$ cat src/rtl/seq_controller_pkg.sv
// Shared constants for the byte-sequence controller: widths, FSM states and
// the 8-entry sequence byte table used by the mapping block.
package seq_controller_pkg;

   localparam int SEQ_W = 3;
   localparam int LEN_W = 8;

   typedef enum logic {
      IDLE = 1'b0,
      RUN  = 1'b1
   } state_t;

   localparam logic [7:0] SEQ_BYTE_0 = 8'hAF;
   localparam logic [7:0] SEQ_BYTE_1 = 8'hBC;
   localparam logic [7:0] SEQ_BYTE_2 = 8'hE2;
   localparam logic [7:0] SEQ_BYTE_3 = 8'h78;
   localparam logic [7:0] SEQ_BYTE_4 = 8'hFF;
   localparam logic [7:0] SEQ_BYTE_5 = 8'hE2;
   localparam logic [7:0] SEQ_BYTE_6 = 8'h0B;
   localparam logic [7:0] SEQ_BYTE_7 = 8'h8D;

   function automatic logic [7:0] seqByte(input logic [SEQ_W-1:0] idx);
      logic [7:0] b;
      case (idx)
         3'd0:    b = SEQ_BYTE_0;
         3'd1:    b = SEQ_BYTE_1;
         3'd2:    b = SEQ_BYTE_2;
         3'd3:    b = SEQ_BYTE_3;
         3'd4:    b = SEQ_BYTE_4;
         3'd5:    b = SEQ_BYTE_5;
         3'd6:    b = SEQ_BYTE_6;
         default: b = SEQ_BYTE_7;
      endcase
      return b;
   endfunction

endpackage

$ cat src/rtl/seq_controller_output_logic.sv
// Combinational index-to-byte mapping for the sequence table.
module output_logic
   import seq_controller_pkg::*;
(
   input  logic [SEQ_W-1:0] i_index,
   output logic [7:0]       o_data
);

   assign o_data = seqByte(i_index);

endmodule

$ cat src/rtl/seq_controller.sv
// Burst sequencer: walks the index counter from a start point and presents
// the mapped bytes downstream over a valid/ready handshake.
module seq_controller
   import seq_controller_pkg::*;
(
   input  logic             clk,
   input  logic             reset_n,
   input  logic             start,
   input  logic             stop,
   input  logic [SEQ_W-1:0] start_idx,
   input  logic [LEN_W-1:0] burst_len,
   input  logic             ready,
   output logic             valid,
   output logic [7:0]       data_out,
   output logic [SEQ_W-1:0] counter,
   output logic             busy,
   output logic             done,
   output logic             aborted,
   output logic [LEN_W-1:0] beat_cnt
);

   state_t           r_state;
   logic [SEQ_W-1:0] r_counter;
   logic [LEN_W-1:0] r_remaining;
   logic [LEN_W-1:0] r_beatCnt;
   logic             r_valid;
   logic             r_busy;
   logic             r_done;
   logic             r_aborted;
   logic             w_xfer;
   logic             w_lastBeat;

   assign w_xfer     = r_valid && ready;
   assign w_lastBeat = (r_remaining == LEN_W'(1));

   // remaining==0 marks continuous mode; a finishing beat beats a same-cycle stop.
   always_ff @(posedge clk) begin
      if (!reset_n) begin
         r_state     <= IDLE;
         r_counter   <= '0;
         r_remaining <= '0;
         r_beatCnt   <= '0;
         r_valid     <= 1'b0;
         r_busy      <= 1'b0;
         r_done      <= 1'b0;
         r_aborted   <= 1'b0;
      end else begin
         r_done    <= 1'b0;
         r_aborted <= 1'b0;
         case (r_state)
            IDLE: begin
               if (start && !stop) begin
                  r_state     <= RUN;
                  r_counter   <= start_idx;
                  r_remaining <= burst_len;
                  r_beatCnt   <= '0;
                  r_valid     <= 1'b1;
                  r_busy      <= 1'b1;
               end
            end
            RUN: begin
               if (w_xfer) begin
                  r_counter <= r_counter + SEQ_W'(1);
                  if (r_beatCnt != '1)
                     r_beatCnt <= r_beatCnt + LEN_W'(1);
                  if (w_lastBeat) begin
                     r_state <= IDLE;
                     r_valid <= 1'b0;
                     r_busy  <= 1'b0;
                     r_done  <= 1'b1;
                  end else begin
                     if (r_remaining != '0)
                        r_remaining <= r_remaining - LEN_W'(1);
                     if (stop) begin
                        r_state   <= IDLE;
                        r_valid   <= 1'b0;
                        r_busy    <= 1'b0;
                        r_aborted <= 1'b1;
                     end
                  end
               end else if (stop) begin
                  r_state   <= IDLE;
                  r_valid   <= 1'b0;
                  r_busy    <= 1'b0;
                  r_aborted <= 1'b1;
               end
            end
            default: r_state <= IDLE;
         endcase
      end
   end

   output_logic u_outputLogic (
      .i_index (r_counter),
      .o_data  (data_out)
   );

   assign valid    = r_valid;
   assign busy     = r_busy;
   assign done     = r_done;
   assign aborted  = r_aborted;
   assign counter  = r_counter;
   assign beat_cnt = r_beatCnt;

endmodule

$ cat config.mk
export PLATFORM = sky130hd
export DESIGN_NAME = seq_controller
export DESIGN_NICKNAME = d
export VERILOG_FILES = /design/src/rtl/seq_controller_pkg.sv /design/src/rtl/seq_controller_output_logic.sv /design/src/rtl/seq_controller.sv
export SDC_FILE = /design/constraint.sdc
export NUM_CORES = 1
export LEC_CHECK = 0
export CAP_MARGIN = 10
export CORE_UTILIZATION = 52
export CTS_CLUSTER_DIAMETER = 60
export DETAILED_ROUTE_END_ITERATION = 10
export GPL_ROUTABILITY_DRIVEN = 0
export GPL_TIMING_DRIVEN = 0
export HOLD_SLACK_MARGIN = 0.08
export MAX_ROUTING_LAYER = met4
export PLACE_DENSITY = 0.85
export RECOVER_POWER = 25
export SYNTH_ARGS = -nofsm -noshare
export SYNTH_HDL_FRONTEND = slang
export SYNTH_SLANG_ARGS = --single-unit
$ cat constraint.sdc
create_clock -name clk -period 5.1 [get_ports clk]
set_input_delay 0.765 -clock clk [delete_from_list [all_inputs] [get_ports clk]]
set_output_delay 0.765 -clock clk [all_outputs]
set_load 0.05 [all_outputs]
==> results.cfg, run 1 <==
[setup_path]
slowest_delay_ps = 830
worstPathCellList = inv_1 -> ha_1 -> clkbuf_1 -> nor4b_1 -> o21ai_0 -> clkdlybuf4s50_1
worstPathArrival_ps = 2510
critical_path.top_delay_family = buffers and inverters
ff2ff_path_depth = 5
crit_fanout = 8
worstSetupEndpointType = output port
timing.rr.end = beat_cnt[5]$_SDFFE_PN0P_
reg2reg_slack_ps = 2890
critPathSlowestCell = clkdlybuf4s50_1
cp_num_buf_inv = 3
worstPathRequired_ps = 4340
startpoint_type = flip-flop
worstSetupPathType = flip-flop to output port
reg2reg_from = beat_cnt[0]$_SDFFE_PN0P_

[clock_tree]
cts_num_sinks = 24
cts.clk_slew.worst_paths_ps = 140
cts_buffer_depth = 2
htreeDepth = 1
cts_buffers = 3
clock_latency_ps = 320
cts.repair.resized = 0
cts_setup_buffers = 0
cts.hold.buffers_added = 0
clock-root-buffer = clkbuf_4
cts_tree = done

[timing]
setup_viol = 0
max_freq_ghz = 0.305
final-hold-violation-count = 0
rsz0062_at_grt = false
final.period_utilization_pct = 64.2
relSlewSlack_pct = 35.2
setup_tns_ps = 0
worstMarginPinSlew_ps = 968
drv_slew = 0
period_minus_slack_ps = 3270
skew_ps = 8.30

[yosys]
syn-cell-area_um2 = 1500
avgSynthCellArea_um2 = 7.68
synth_area_leader_cell = dfxtp_1
seq_area_frac_synth_pct = 32.1
synth_warnings = 0
yosysTopAreaCellShare_pct = 32.1
syn-num-nets = 219
synth_cell_types = 40
synth_seq_cells = 24
synth.top_cells.by_area = dfxtp_1, ha_1, a21oi_1
synth_cells = 195

[outcome]
status = completed

[pwr]
p_per_area_nw_per_um2 = 246
ir_drop_uv = 212
total_power_mw = 0.477
p_leak_nw = 0.696

[floorplan]
die_x_um = 55.7
chipHeight_um = 55.7
rows = 19
core_area_um2 = 2730
initial_utilization_pct = 54.8
die_area_um2 = 3100
io_pins = 39

[hold_path]
hold_path_end = r_remaining[5]$_SDFFE_PN0P_
hp-start = r_remaining[5]$_SDFFE_PN0P_
holdPathStages = 2
hp-class = flip-flop to flip-flop

[placement]
dp_hpwl_um = 2620
port_buffers = 37

[job]
drv_cap = 0

[detailed_routing]
wl_um = 3630
drt-vias-per-instance = 5.80
firstDrtPassIters = 4
first_iter_violations = 43
ant_nets = 0
drc = 0
routedWlPerCell_um = 13.6
vias = 1548

[finish]
register_area_um2 = 480
drive_above_1_share_pct = 4.66
diodes = 0
fin_nets = 261
nFillCells = 218
syn2layout_area_growth_pct = 29.7
multi_input_area_um2 = 920

[global_route]
grt_pass1_wl_um = 6040
grt.total_usage_pct = 24.6
grt_pass1_vias = 1315
grt.overflow.total = 0
grt_max_degree = 15
antenna_found_initial = 0
[synthesized netlist by cell type (all sizes together)]
cell and instances:
o211ai 2, or2 3, and2 1, ha 8
nor3b 4, a221oi 2, nor2 15, a311oi 1
nor4 3, and3 4, a2111oi 2, nand2b 2
inv 9, or3 5, clkbuf 10, a21oi 17
nor3 9, clkinv 1, buf 1, o31ai 4
a31oi 1, o21a 2, or3b 2, o32ai 2
a211oi 4, o22ai 8, o21ai 9, a22oi 1
nand4 1, nand2 19, mux2i 3, dfxtp 24
nor4b 1, or4 3, nand3 12
[per-layer routing]
layer | track usage, % | vias up | part of all wire (%)
met4 | 5.36 | 0 | 0.99
met1 | 35.3 | 698 | 51
met3 | 2.79 | 8 | 3.8
met5 | - | - | 0
li1 | - | 797 | -
met2 | 37.3 | 45 | 44
[area by class of cell]
cell class,count,area share [%]
multi-input combinational,150,47.4
sequential,24,24.7
timing repair buffer,37,19.1
buffer,11,2.19
tap,31,2.00
inverter,10,1.93
clock inverter,1,1.55
clock buffer,3,1.16
[placed cells by master, fill, tap and decap left out, drive strengths merged, types with 3 or more instances in the layout]
cell type      count
nor3b              4
o22ai              8
ha                 8
nor2              15
nor3               9
a211oi             4
or2                3
inv                9
dfxtp             24
clkbuf            13
o31ai              4
nor4               3
a21oi             17
clkdlybuf4s50     35
o21ai              9
and3               4
nand3             12
or4                3
nand2             19
mux2i              3
or3                5
[tightest hold or removal path, delay by kind of cell (launching register included)]
kind,cells,cell delay [ps]
DFF,1,330
AOI/OAI and AO/OA,1,70
and+or+nand+nor,1,60
[registers in the layout, summed over array words and instances (netlist names)]
| signal | count |
|---|---|
| beat_cnt | 8 |
| r_remaining | 8 |
| counter | 3 |
| aborted | 1 |
| busy | 1 |
| done | 1 |
| r_state | 1 |
| valid | 1 |
[through the flow]
step / area [um^2] / std cells / worst slack [ps] / hold WS [ps] / util [%]
after global routing: 1940 / 267 / 1690 / 507 / 71.0
after global placement: 1910 / 263 / 2230 / 465 / 69.7
final: 1940 / 267 / 1830 / 484 / 71.0
after CTS: 1960 / 267 / 1830 / 486 / 71.7
after floorplan: 1500 / 195 / 1790 / 453 / -
after detailed placement: 1910 / 263 / 2190 / 467 / 69.7
[power by group]
part | switching, mW | internal [mW] | leakage [nW] | total (mW)
Clock | 0.0613 | 0.0795 | 0.0279 | 0.141
Sequential | 0.00769 | 0.195 | 0.195 | 0.203
Combinational | 0.0820 | 0.0514 | 0.473 | 0.133
[logic make-up after synthesis]
| group | after synthesis | share of synthesized area (%) |
|---|---|---|
| flip-flops | 24 | 32.1 |
| AND/OR/NAND/NOR | 84 | 29.9 |
| AO/OA/AOI/OAI | 55 | 24.0 |
| buffers and inverters | 21 | 5.35 |
| adder cells (fa/ha/maj) | 8 | 6.68 |
| multiplexers | 3 | 2.01 |
[how the worst max path moves through the flow]
| stage | from | end | slack (ps) | cells past startpoint |
|---|---|---|---|---|
| after global placement | counter[0]$_SDFFE_PN0P_ | data_out[3] | 2230 | 6 |
| after detailed placement | counter[0]$_SDFFE_PN0P_ | data_out[3] | 2190 | 6 |
| after global routing | counter[0]$_SDFFE_PN0P_ | data_out[3] | 1690 | 6 |
| after floorplan | counter[0]$_SDFFE_PN0P_ | data_out[3] | 1790 | 5 |
| after CTS | counter[0]$_SDFFE_PN0P_ | data_out[3] | 1830 | 6 |
| final | counter[0]$_SDFFE_PN0P_ | data_out[3] | 1830 | 6 |
Power figures use the tool's default switching activity.
==> run 2: changes to the inputs <==
CORE_UTILIZATION = 48   (was 52)
PLACE_DENSITY = 0.79   (was 0.85)
clock period = 3.2 ns   (was 5.1 ns; I/O delays follow)
==> run 2 against run 1 <==
The run now ends with DRC left. Global-route usage rose by 1.6 points. Total power increased by 60%. Clock power up 60%. Sequential cell count unchanged. Cell area stayed put. Largest power group unchanged.
==> results.cfg, run 2 (same netlist as run 1, synthesis figures left out) <==
[placement]
dp_hpwl_um = 3100
dp.cells = 263
placed_area_um2 = 1910
place_ws_ps = 619
port_buffers = 37

[floorplan]
die_x_um = 57.9
initial_utilization_pct = 52.5
die_area_um2 = 3350
rows = 19
core_area_um2 = 2850
chipHeight_um = 57.9
io_pins = 39

[timing]
final.period_utilization_pct = 92.7
hold_ws_ps = 503
rsz0062_at_grt = false
setup_viol = 0
max_freq_ghz = 0.337
final-hold-violation-count = 0
layout_setup_ws_ps = 233
drv_slew = 0
worstMarginPinSlew_ps = 907
setup_tns_ps = 0
period_minus_slack_ps = 2970
skew_ps = 5.31
relSlewSlack_pct = 39.4

[pwr]
p_leak_nw = 0.700
p_per_area_nw_per_um2 = 394
ir_drop_uv = 366

[clock_tree]
cts.hold.buffers_added = 0
cts_num_sinks = 24
cts_buffer_depth = 2
htreeDepth = 1
cts_setup_buffers = 0
cts_buffers = 3
cts.repair.resized = 0
cts.clk_slew.worst_paths_ps = 140
clock_latency_ps = 330
cts_tree = done
clock-root-buffer = clkbuf_4

[detailed_routing]
drt-vias-per-instance = 6.13
first_iter_violations = 69
routedWlPerCell_um = 15.5
firstDrtPassIters = 7
vias = 1638
wl_um = 4130
drc = 5
ant_nets = 0

[finish]
stdcell_count = 267
final_area_um2 = 1940
fin_nets = 261
drive_above_1_share_pct = 4.24
diodes = 0
final_common_cell = clkdlybuf4s50_1
syn2layout_area_growth_pct = 29.7
final_cell_mix = clkdlybuf4s50_1, dfxtp_1, nand2_1, a21oi_1, nor2_1
nFillCells = 273

[setup_path]
worstPathArrival_ps = 2490
worstPathCellList = inv_1 -> ha_1 -> clkbuf_1 -> nor4b_1 -> o21ai_0 -> clkdlybuf4s50_1
worstPathRequired_ps = 2720
timing.rr.end = beat_cnt[0]$_SDFFE_PN0P_
ff2ff_path_depth = 4
critPathSlowestCell = clkdlybuf4s50_1
worstSetupPathType = flip-flop to output port
crit_fanout = 8
cp_num_buf_inv = 3
worstSetupEndpointType = output port
reg2reg_slack_ps = 1030
critical_path.top_delay_family = buffers and inverters
startpoint_type = flip-flop
reg2reg_from = r_state$_SDFF_PN0_
slowest_delay_ps = 820

[global_route]
grt_pass1_wl_um = 6600
grt.overflow.total = 0
grt.total_usage_pct = 26.1
antenna_found_initial = 0
grt_pass1_vias = 1485
grt_max_degree = 15

[outcome]
violations = DRC
status = finished, violations left

[hold_path]
hold_path_end = r_remaining[5]$_SDFFE_PN0P_
holdPathStages = 2
hp-class = flip-flop to flip-flop
hp-start = r_remaining[5]$_SDFFE_PN0P_

[job]
drv_cap = 0
-- run 2: worst max path at each step --
stage | startpoint | to | slack, ps | cells past startpoint
detailed placement | counter[0]$_SDFFE_PN0P_ | data_out[3] | 620 | 6
finish | counter[0]$_SDFFE_PN0P_ | data_out[3] | 230 | 6
global route | counter[0]$_SDFFE_PN0P_ | data_out[3] | 110 | 6
global placement | counter[0]$_SDFFE_PN0P_ | data_out[3] | 680 | 6
CTS | counter[0]$_SDFFE_PN0P_ | data_out[3] | 240 | 6
floorplan | counter[0]$_SDFFE_PN0P_ | data_out[3] | 180 | 5
-- run 2: layer usage --
metal / wire, um / GRT usage, % / up-vias
li1: - / - / 803
met1: 1820 / 31.8 / 774
met2: 2060 / 44.7 / 55
met3: 201 / 3.57 / 6
met4: 44 / 8.16 / 0
met5: 0 / - / -
-- run 2: worst register-to-register path, delay by kind of cell (launching register included) --
family,cells,cell delay [ps]
simple gates,2,1150
compound gates,2,570
flops,1,370
-- run 2: final cells by class --
cell class / count / area, um^2 / area share, %
multi-input combinational: 150 / 920 / 47.4
buffer: 11 / 42.5 / 2.19
clock inverter: 1 / 30.0 / 1.55
inverter: 10 / 37.5 / 1.93
tap: 31 / 38.8 / 2.00
timing repair buffer: 37 / 370 / 19.1
sequential: 24 / 480 / 24.7
clock buffer: 3 / 22.5 / 1.16
-- run 2: report_power, final --
part	internal, mW	switching [mW]	total [mW]
Sequential	0.311	0.0126	0.323
Clock	0.127	0.0994	0.226
Combinational	0.0801	0.135	0.215
Total	0.517	0.247	0.764
-- run 2: through the flow --
| step | utilization [%] | power, mW |
|---|---|---|
| 4_1_cts | 68.7 | 0.765 |
| 5_1_grt | 68.1 | 0.790 |
| 2_1_floorplan | - | 0.473 |
| 6_report | 68.1 | 0.764 |
| 3_3_place_gp | 66.8 | 0.538 |
| 3_5_place_dp | 66.8 | 0.546 |
==> RTL edit 1, RTL diff (flow settings as in run 2) <==
Set the package constant `LEN_W` to 16 (it was 8).
--- a/src/rtl/seq_controller_pkg.sv
+++ b/src/rtl/seq_controller_pkg.sv
@@ -5,3 +5,3 @@
    localparam int SEQ_W = 3;
-   localparam int LEN_W = 8;
+   localparam int LEN_W = 16;
 
Interface: changed (resized beat_cnt and burst_len); port bits go from 39 to 55. The function was not compared with the original's and may differ.
==> RTL edit 1 against run 2 <==
Power up 62%; worst setup slack worse by 0.042 ns; largest cell class unchanged; area after synthesis up 63%; cell area up 62%; clock power up 59%; first-iteration DRC count rose to 3.6 times the old value; sequential cell count up 16; routed wire length up 64%.
==> RTL edit 1: results (changes against run 2) <==
status = complete, no violations
R2R setup slack = 0.83 ns (-0.20 ns)
routed wire length = 6.78 mm (+64%)
vias in the first global route = 2389 (+61%)
met3 routed WL = 485 um (+140%)
cts bufs inserted = 5 (+2)
syn_nets = 335 (+53%)
Root Driver = clkbuf_8
1st-iter DRT viols = 248 (+260%)
multiplexer area fraction after synthesis = 2.87% (+0.87 points)
Setup Skew = 0.00376 ns (-0.00155 ns)
DR pass1 iterations = 5 (-2)
Synth Area in Adders = 4.62% (-2.1 points)
Psw = 0.419 mW (+70%)
met3 GRT Util = 5.62% (+2.1 points)
GRT Overall Usage = 27.6% (+1.5 points)
Synth area leaders = dfxtp_1, a21oi_1, ha_1
H-tree depth = 2 (+1)
fin crit share = 94.0% (+1.3 points)
worst-margin pin slew = 0.885 ns (-0.0217 ns)
hold slack = 0.503 ns (-0.000178 ns)
Synth Area in Compound Gates = 24.1% (+0.087 points)
met2 usage in global routing = 40.7% (-3.9 points)
final net count = 396 (+52%)
Port Buffers = 54 (+46%)
Critical R2R Capture = beat_cnt[3]
met1 Use GR = 37.4% (+5.6 points)
first-pass GRT wire length = 11.2 mm (+69%)
dpl cell area = 3060 um2 (+61%)
syn_area_per_cell = 8.07 um2 (+5.1%)
Synth cell types = 55 (+38%)
XOR/XNOR Fraction of Synth Area = 3.59% (+3.6 points)
fill count = 452 (+66%)
combinational power share = 27.3% (-0.8 points)
sw frac = 33.8% (+1.5 points)
Post-synth top cells = dfxtp_1, a21oi_1, nor2_1
Setup WS pre-CTS = 0.491 ns (-0.127 ns)
worst setup path start = counter[1]
Critical R2R Launch = beat_cnt[2]
-- RTL edit 1: changes by cell type in the layout (fill, tap and decap cells not counted), sizes merged, moves of 8 or more --
cell	change
dfxtp	+16
xor2	+8
nor2	+15
a21oi	+14
dlygate4sd3	+9
-- RTL edit 1: worst max-delay path, stage by stage, from the launching register on --
cell             delay, ns
dfxtp_1               0.48
inv_1                 0.16
ha_1                  0.24
nand2b_1              0.18
o22ai_1               0.19
nand2_1               0.12
nand2_1               0.07
clkdlybuf4s50_1       0.79
-- RTL edit 1: area by class of cell --
cell class                      count  area (um2)  area share, %
Buffer                             16        65.1           2.06
Clock buffer                        6        82.6           2.62
Clock inverter                      2        10.0          0.317
Inverter                            9        33.8           1.07
Multi-Input combinational cell    237        1530           48.7
Sequential cell                    40         801           25.4
Tap cell                           67        83.8           2.66
Timing Repair Buffer               54         543           17.2
==> RTL edit 2, RTL diff (config.mk and constraints of run 2) <==
Made on the original files. Register the output `beat_cnt` once more; this adds one clock of latency there. The other outputs are not delayed to match.
--- a/src/rtl/seq_controller.sv
+++ b/src/rtl/seq_controller.sv
@@ -102,3 +102,5 @@
    assign counter  = r_counter;
-   assign beat_cnt = r_beatCnt;
+   always_ff @(posedge clk) begin
+      beat_cnt <= r_beatCnt;
+   end
 
Check against the original RTL: not equivalent (Yosys sat finds a counterexample within 4 cycles, from zero or initial values and one cycle with reset_n low).
==> RTL edit 2 against run 2 <==
First-iteration DRC count grew 62%; sequential cell count is 8 higher; worst setup slack got worse by 0.018 ns; power increased by 36%; critical path depth up 1; final cell count is 11% higher; cell area grew 19%; area after synthesis increased by 18%; count of clock-buffer cells in the layout rose by 2; routed wire length decreased by 1.7%; synthesized cell count grew 4.6%; critical endpoint unchanged.
==> RTL edit 2: results (changes against run 2) <==
placed wire-length estimate = 2.92 mm (-5.7%)
Clk pin slew, worst setup/hold paths = 0.07 ns (-0.07 ns)
Port Buffers = 38 (+2.7%)
dpl cell area = 2210 um2 (+16%)
Synth cell types = 52 (+30%)
combinational power share = 22.2% (-5.9 points)
hold path endpoint = beat_cnt[3]
Root Driver = clkbuf_8
Post-synth top cells = dfxtp_1, a21oi_1, inv_1
Setup Skew = 0.00781 ns (+0.00250 ns)
Syn Inst Count = 204 (+4.6%)
hold slack = 0.391 ns (-0.112 ns)
Tot Pwr = 1.04 mW (+36%)
R2R setup slack = 1.28 ns (+0.25 ns)
Post-CTS Setup Bufs = 0 (unchanged)
first-pass GRT wire length = 6.82 mm (+3.2%)
Clock Latency Late Sink = 0.29 ns (-0.04 ns)
worst hold path class = flop to flop
share of cells above drive strength 1 = 10.0% (+5.8 points)
cts bufs inserted = 5 (+2)
H-tree depth = 2 (+1)
syn_nets = 228 (+4.1%)
initial antenna violation count = 0 (unchanged)
Vias/cell = 5.66 (-7.8%)
CP Max Fanout = 7 (-1)
post-CTS sizing = 0 (unchanged)
GRT Overall Usage = 22.7% (-3.4 points)
Psw = 0.302 mW (+22%)
DR pass1 iterations = 4 (-3)
slew margin rel. = 59.2% (+20 points)
hold path start = r_beatCnt[3]
Setup WS pre-CTS = 0.553 ns (-0.0660 ns)
vias in the first global route = 1461 (-1.6%)
Critical R2R Capture = r_beatCnt[3]
Synth area leaders = dfxtp_1, ha_1, a21oi_1
sequential area share after synthesis = 36.2% (+4.1 points)
largest net degree at the start of global routing = 12 (-3)
Hold Path Stages = 0 (-2)
Clock Power Share = 36.8% (+7.2 points)
FF-to-FF path depth = 6 (+2)
fin cells = 296 (+11%)
Lkg Pwr = 0.904 nW (+29%)
final net count = 273 (+4.6%)
VDD IR max = 0.238 mV (-35%)
status = complete, no violations
routed wire length = 4.06 mm (-1.7%)
1st-iter DRT viols = 112 (+62%)
fill count = 313 (+15%)
largest stage delay on the critical path = 0.70 ns (-0.12 ns)
Critical R2R Launch = r_beatCnt[0]
cell count after placement = 288 (+9.5%)
## RTL edit 2: cell types whose count changed after synthesis, sizes merged, moves of 6 or more
| cell | change |
|---|---|
| dfxtp | +8 |
| o22ai | -6 |
| inv | +6 |
| nand3 | -7 |
| nor2b | +6 |
## RTL edit 2: logic make-up after synthesis
| group | share of synthesized area, % |
|---|---|
| flops | 36.2 |
| fa+ha+maj | 5.65 |
| simple gates | 22.0 |
| mux | 2.90 |
| buf+inv | 8.62 |
| compound gates | 24.6 |
## RTL edit 2: worst register-to-register path, delay by kind of cell, from the launching register on
kind,cells,cell delay [ns]
AO/OA/AOI/OAI,1,0.17
buffers and inverters,1,0.17
adder cells (fa/ha/maj),1,0.25
flip-flops,1,0.36
AND/OR/NAND/NOR,3,0.90
## RTL edit 2: how the worst max path moves through the flow
stage	endpoint	slack [ns]	depth (start not counted)
final	data_out[3]	0.22	7
after global routing	data_out[3]	0.14	7
after CTS	data_out[3]	0.23	7
after detailed placement	data_out[3]	0.55	7
after global placement	data_out[3]	0.59	7
after floorplan	data_out[7]	0.33	5
## RTL edit 2: area by class of cell
| type | count | area [um2] | share of cell area [%] |
|---|---|---|---|
| multi-input cells | 145 | 971 | 42.2 |
| plain buffers | 12 | 86.3 | 3.75 |
| well taps | 46 | 57.6 | 2.50 |
| clock inverters | 3 | 42.5 | 1.85 |
| flip-flops and latches | 32 | 641 | 27.8 |
| inverters | 15 | 56.3 | 2.44 |
| clock buffers | 5 | 68.8 | 2.99 |
| repair buffers | 38 | 380 | 16.5 |
## RTL edit 2: layer usage
metal | wire, um | vias to the layer above | track usage (%)
met2 | 1950 | 56 | 34.9
met3 | 196 | 10 | 6.20
met1 | 1820 | 776 | 27.7
met4 | 93 | 0 | 10.2
met5 | 0 | - | -
li1 | - | 832 | -
